File: src/rtl/rr_scan_arbiter.sv
// rtl/rr_scan_arbiter.sv - 8-way round-robin arbiter with bounded burst hold for the shared serial channel mux
module rr_scan_arbiter #(
    parameter int MAX_HOLD = 4
) (
    input  logic       CLK,
    input  logic       RST,
    input  logic       EN,
    input  logic [7:0] REQ_8,
    output logic [7:0] GNT_8,
    output logic [2:0] IDX_3,
    output logic       BUSY
);

    typedef enum logic {IDLE, GRANT} state_t;

    state_t     state, state_n;
    logic [7:0] gnt, gnt_n;
    logic [2:0] idx, idx_n;
    logic [2:0] last, last_n;
    logic [3:0] hold_cnt, hold_n;

    logic       found;
    logic [2:0] win;
    logic [2:0] cand;

    // Scan starts just past the last winner, so it ends up with lowest priority.
    always_comb begin
        found = 1'b0;
        win   = last;
        cand  = '0;
        for (int i = 1; i <= 8; i++) begin
            cand = last + 3'(i);
            if (!found && REQ_8[cand]) begin
                found = 1'b1;
                win   = cand;
            end
        end
    end

    always_comb begin
        state_n = state;
        gnt_n   = gnt;
        idx_n   = idx;
        last_n  = last;
        hold_n  = hold_cnt;
        case (state)
            IDLE: begin
                gnt_n = '0;
                if (EN && found) begin
                    gnt_n   = 8'b1 << win;
                    idx_n   = win;
                    last_n  = win;
                    hold_n  = 4'd1;
                    state_n = GRANT;
                end
            end
            GRANT: begin
                // EN and other requesters are ignored here; a burst always completes.
                if (!REQ_8[idx] || hold_cnt == 4'(MAX_HOLD)) begin
                    gnt_n   = '0;
                    state_n = IDLE;
                end else begin
                    hold_n = hold_cnt + 4'd1;
                end
            end
            default: begin
                gnt_n   = '0;
                state_n = IDLE;
            end
        endcase
    end

    always_ff @(posedge CLK) begin
        if (RST) begin
            state    <= IDLE;
            gnt      <= '0;
            idx      <= '0;
            last     <= 3'd7;
            hold_cnt <= '0;
        end else begin
            state    <= state_n;
            gnt      <= gnt_n;
            idx      <= idx_n;
            last     <= last_n;
            hold_cnt <= hold_n;
        end
    end

    assign GNT_8 = gnt;
    assign IDX_3 = idx;
    assign BUSY  = (state == GRANT);

endmodule
File: config.mk
export PLATFORM = sky130hd
export DESIGN_NAME = rr_scan_arbiter
export DESIGN_NICKNAME = d
export VERILOG_FILES = /design/src/rtl/rr_scan_arbiter.sv
export SDC_FILE = /design/constraint.sdc
export NUM_CORES = 1
export LEC_CHECK = 0
export ABC_CLOCK_PERIOD_IN_PS = 11920
export BUFFER_PORTS_ARGS = -buffer_cell sky130_fd_sc_hd__buf_2
export CORE_MARGIN = 4
export CORE_UTILIZATION = 40
export DETAILED_ROUTE_END_ITERATION = 6
export GPL_ROUTABILITY_DRIVEN = 0
export PLACE_DENSITY = 0.65
export SYNTH_ARGS = -nofsm -noshare
export SYNTH_HDL_FRONTEND = slang
export SYNTH_SLANG_ARGS = --single-unit
File: constraint.sdc
create_clock -name CLK -period 11.92 [get_ports CLK]
set_clock_uncertainty 0.2 [all_clocks]
set_input_delay 1.192 -clock CLK [delete_from_list [all_inputs] [get_ports CLK]]
set_output_delay 1.192 -clock CLK [all_outputs]
set_load 0.03 [all_outputs]
---- Word-level counts from Yosys, hierarchy flattened ----
Cells that the tools add are included.
cells by class
  add/sub/neg operators ................... 8
  multiply operators ...................... 0
  divide/modulo/power cells ............... 0
  $lt $le $gt $ge ......................... 9
  equality and inequality tests ........... 4
  shift operators ......................... 1
  mux-type cells .......................... 43
  bitwise gates (word level) .............. 1
  reductions and logical operators ........ 19
operators with widths
  operator               count
  $lt A3 B4 Y1 const B   9
  $bmux W1 S3            9
  $mux W3                8
  $mux W1                19
  $mux W8                2
  $pmux W8 S2            1
  $add A3 B3 Y3 const B  4
  $logic_and A1 B1 Y1    8
  $logic_not A1 Y1       8
  $mux W4                2
  $pmux W4 S2            1
  $shl A1 B3 Y8 const A  1
  $add A3 B2 Y3 const B  2
  $add A4 B1 Y4 const B  1
  $eq A4 B3 Y1 const B   1
  $ne A2 B2 Y1 const B   2
  $reduce_and A2 Y1      2
  $add A3 B1 Y3 const B  1
  $ne A2 B1 Y1 const B   1
  $pmux W1 S2            1
  $logic_or A1 B1 Y1     1
  $not A1 Y1             1
word-level totals
  bits in registers ....................... 19
  latch bits .............................. 0
  memory bits (writable) .................. 0
  memory bits (read-only) ................. 0
  output and inout bits ................... 12
  memories kept ........................... 0

---- Logic depth before layout (Yosys ltp) ----
  word-level depth ........................ 28
  depth in mapped cells ................... 14
  gate-level depth less buffers ........... 10

---- Least setup slack after synthesis ----
No wires, ideal clock.
  path kind ............................... register -> register
  from .................................... register last[0]
  to ...................................... register gnt[3], in the netlist GNT_8[3]
  library setup time ...................... 117 ps
  arrival time ............................ 4356 ps
  data required time ...................... 11603 ps
  slack ................................... 7247 ps
  cell stages (with the launch flop) ...... 15
  period minus slack after synthesis ...... 4673 ps
  cell sequence ........................... dfxtp_1 buf_6 clkbuf_1 clkbuf_1 clkinv_1 ha_1 clkbuf_1 mux4_2 mux2_4 or3_4 or3_4 or3b_1 a21oi_2 nand2_2 a32o_1
on the way
  word-level cells in the longest chain between the ends .. 28
  elaborated cells between the ends (all ways) .. 57
ends and longest elaborated chain
  what                                                         line    text
  start: declaration                                           19      logic [2:0] last, last_n;
  start signal: assignment                                     84      last <= last_n;
  $add A3 B1 Y3                                                32      cand = last + 3'(i);
  $bmux W1 S3                                                  33      if (!found && REQ_8[cand]) begin
  $mux W1 (implied by the code)                                33
  $mux W1                                                      33
  $logic_not A1 Y1                                             33
  $logic_and A1 B1 Y1                                          33
  $mux W1                                                      33
  $logic_not A1 Y1                                             33
  [... 12 more ...]                                            --
  $logic_and A1 B1 Y1                                          33
  $mux W1                                                      33
  $logic_not A1 Y1                                             33
  $logic_and A1 B1 Y1                                          33
  $mux W3 / $mux W1 (equally long branches)                    33
  $shl A1 B3 Y8 / $logic_and A1 B1 Y1 (equally long branches)  50, 49
  $mux W8 (*)                                                  49      if (EN && found) begin
  $pmux W8 S2 (*)                                              46      case (state)
  end signal: assignment                                       82      gnt <= gnt_n;
  end: declaration                                             17      logic [7:0] gnt, gnt_n;
Every way passes the cells marked *; elsewhere a longest branch is shown, timed or not. The select of a mux whose other input is x is not followed.
A chain may end at the register's enable or synchronous reset.

---- Worst setup path in the final report ----
  from .................................... register last[0]
  to ...................................... register gnt[7], in the netlist GNT_8[7]
Same word-level chain as after synthesis.

==> summary.md <==
| Metric | Value |
|---|---|
| Dpl cell area | just under 2000 µm² |
| Port bufs | 22 |
| Maximum VDD drop | 0.0001324 V |
| CTS max path bufs | 2 |
| IO Count | 23 |
| Final WL | 4.453 mm |
| Min cycle time layout | 4.422 ns |
| Post-synthesis cell type count | 55 |
| CORE AREA | 4144 µm² |
| GRT overflow | 0 |
| Max Cap Viol | 0 |
| CP Capture Type | flip-flop |
| Post-synth net total | 213 |
| CP Class | flip-flop to flip-flop |
| Worst-margin pin slew | 1.023 ns |
| Site row count | 23 |
| Clk_lat worst skew | 0.26 ns |
| Syn_area_per_cell | 8.973 µm² |
| DR WL/cell | about 17 µm |
| Final ANT Viol Nets | 0 |
| Worst setup path endpoint | GNT_8[7]$_SDFFE_PP0P_ |
| 1st-pass router iterations | 4 |
| Async SR Flop Fraction | 0 |
| Sinks on Clock Net | 19 |
| Vias in the first global route | between 1500 and 2000 |
| Worst-case reg-to-reg path depth | 11 |
| YS warnings | 0 |
| Drt initial violations | between 90 and 100 |
| Antenna diodes | 0 |
| Final hold vios | 0 |
| Worst hold path cell count | 2 |
| Status | finished, final reports clean |
| R2R Setup Slk | roughly 7.5 ns |
| FF+latch count, synth | 19 |
| CTS tree | done |
| Chip width | roughly 75 µm |
| Setup total negative slack | 0 ns |
| Post-Synthesis Cells | 198 |
| Final setup violation count | 0 |
| Final HPWL DP | approximately 3.3 mm |
| Arrival @ worst endpoint | 4.38 ns |
| Initial antenna violation count | 0 |
| Util after Layout | 0.4752 |
| Reg-to-Reg Start | last[0]$_SDFFE_PP1P_ |
| Critical hold path startpoint | GNT_8[0]$_SDFFE_PP0P_ |
| Clock Root Buffer | clkbuf_8 |
| Synth-to-layout area growth | 10.85% |
| Global-route wire length before repair | 7.748 mm |
| Number of hold-repair buffers added at the cts stage | 0 |
| Most common cell after layout, fill and taps aside | buf_2 |
| # Post-CTS Setup Buffers | 0 |
| Fin nets | around 230 |
| Initial core utilization | 0.4287 |
| Leak Pwr | 0.7715 nW |
| Via count | 1601 |
| Post-synth EDFFs | 0 |
| Rel. slew slack | 0.3177 |
| Htree depth | 1 |
| Hold Path Class | flip-flop to flip-flop |
| CTS buffer count | 3 |
| Crit path required time | between 10 and 15 ns |
| Commonest non-fill, non-tap cells in the layout | 22 x buf_2, 21 x nor2_1, 19 x dfxtp_1 |
| Share of cells above drive strength 1 | 0.2791 |
| Fmax | 0.2262 GHz |
| Post-synthesis sequential area ratio | 0.2141 |
| Pwr/cell area | ~250 nW/µm² |
| Total GRT Usage | 0.1766 |
| RSZ-0062 raised after global routing | false |
| Tcrit/Tclk final | 0.3709 |
| R2R Path End | GNT_8[7]$_SDFFE_PP0P_ |
| Vias/cell | 6.042 |
| Crit. Startpoint | last[0]$_SDFFE_PP1P_ |
| Max FO, Critical Path | 25 |
| Largest net degree at the start of global routing | 26 |
| Critical path startpoint category | flip-flop |
| Main synth FF type | dfxtp_1 |
| Mapped Area | 1777 µm² |
| Final instance area | 1969 µm² |
| Die Ht | 74.65 µm |
| Max Slew Vio Count | 0 |
| # DRC | 0 |
| PostCTS Resize Cnt | 0 |
| Die area | roughly 5600 µm² |
| Clock Pin Slew Worst Setup and Hold Paths | 0.07 ns |
[sequential cells by signal, indices dropped and copies added (netlist names)]
| signal | cells |
|---|---|
| GNT_8 | 8 |
| IDX_3 | 3 |
| last | 3 |
| hold_cnt | 4 |
| BUSY | 1 |
[where the power goes]
| group | internal (mW) | switching, mW | leakage [nW] |
|---|---|---|---|
| clock | 0.0232 | 0.0219 | 0.0255 |
| sequential | 0.0799 | 0.0192 | 0.155 |
| combinational | 0.141 | 0.205 | 0.591 |
| total | 0.245 | 0.246 | 0.771 |
[cells by family after synthesis]
| family | after synthesis | synth area share |
|---|---|---|
| AOI/OAI and AO/OA | 47 | 0.1944 |
| xor gates and xnor gates | 8 | 0.03943 |
| adders and majority gates | 4 | 0.02817 |
| buffers and inverters | 20 | 0.04859 |
| DFF | 19 | 0.2141 |
| muxes | 32 | 0.2754 |
| and+or+nand+nor | 68 | 0.2000 |
[through the flow]
stage | setup WS, ns | hold WS (ns) | instances | power [mW]
CTS | 7.527 | 0.2647 | 265 | 0.4894
global route | 7.278 | 0.2811 | 265 | 0.5304
detailed placement | 7.538 | 0.2484 | 261 | 0.4423
global placement | 7.520 | 0.2444 | 261 | 0.4438
floorplan | 7.247 | 0.2796 | 198 | 0.3668
finish | 7.498 | 0.2625 | 265 | 0.4905
[area by class of cell]
type	instances	area, µm²
Inverter	8	30.03
Clock buffer	3	41.29
Sequential cell	19	380.4
Multi-Input combinational cell	159	1318
Timing Repair Buffer	25	132.6
Fill cell	422	2175
Clock inverter	1	5.005
Tap cell	50	62.56
[metal layers]
layer  share of wire  track usage  up-vias
met4           0.016      0.04743        0
met5               0            0        -
met2            0.47       0.2576       47
met3           0.058      0.02937        8
met1            0.46       0.2693      756
li1                -            -      790
[synth_stat cells (3+ instances only)]
cell type / instances / area share
a211oi_1: 3 / 0.013
a21oi_1: 7 / 0.020
a32o_1: 4 / 0.023
a32oi_1: 3 / 0.015
clkbuf_1: 7 / 0.015
dfxtp_1: 19 / 0.21
ha_1: 4 / 0.028
inv_1: 7 / 0.015
mux2_2: 8 / 0.051
mux2i_1: 11 / 0.062
mux4_2: 11 / 0.14
nand2_1: 10 / 0.021
nand2b_1: 4 / 0.014
nand3_1: 4 / 0.011
nor2_1: 21 / 0.044
nor2b_1: 3 / 0.011
nor3_1: 7 / 0.020
o21ai_0: 8 / 0.023
or2_2: 5 / 0.018
xnor2_1: 4 / 0.020
xor2_1: 4 / 0.020
[worst max-delay path, stage by stage, from the launching register on]
cell and delay (ns):
dfxtp_1 0.31, buf_4 0.29, clkinv_1 0.30, ha_1 0.65, mux4_2 0.47, mux2_4 0.33, or3_4 0.39, or3_4 0.35
or3b_1 0.43, o211ai_1 0.16, nand2_2 0.17, a32o_1 0.28
[worst min-delay path by stage]
stage | to
after floorplan | hold_cnt[3]$_SDFFE_PP0P_
after CTS | GNT_8[4]$_SDFFE_PP0P_
after detailed placement | GNT_8[4]$_SDFFE_PP0P_
after global placement | GNT_8[4]$_SDFFE_PP0P_
after global routing | GNT_8[4]$_SDFFE_PP0P_
final | GNT_8[0]$_SDFFE_PP0P_
(Power assumes the default switching activity.)
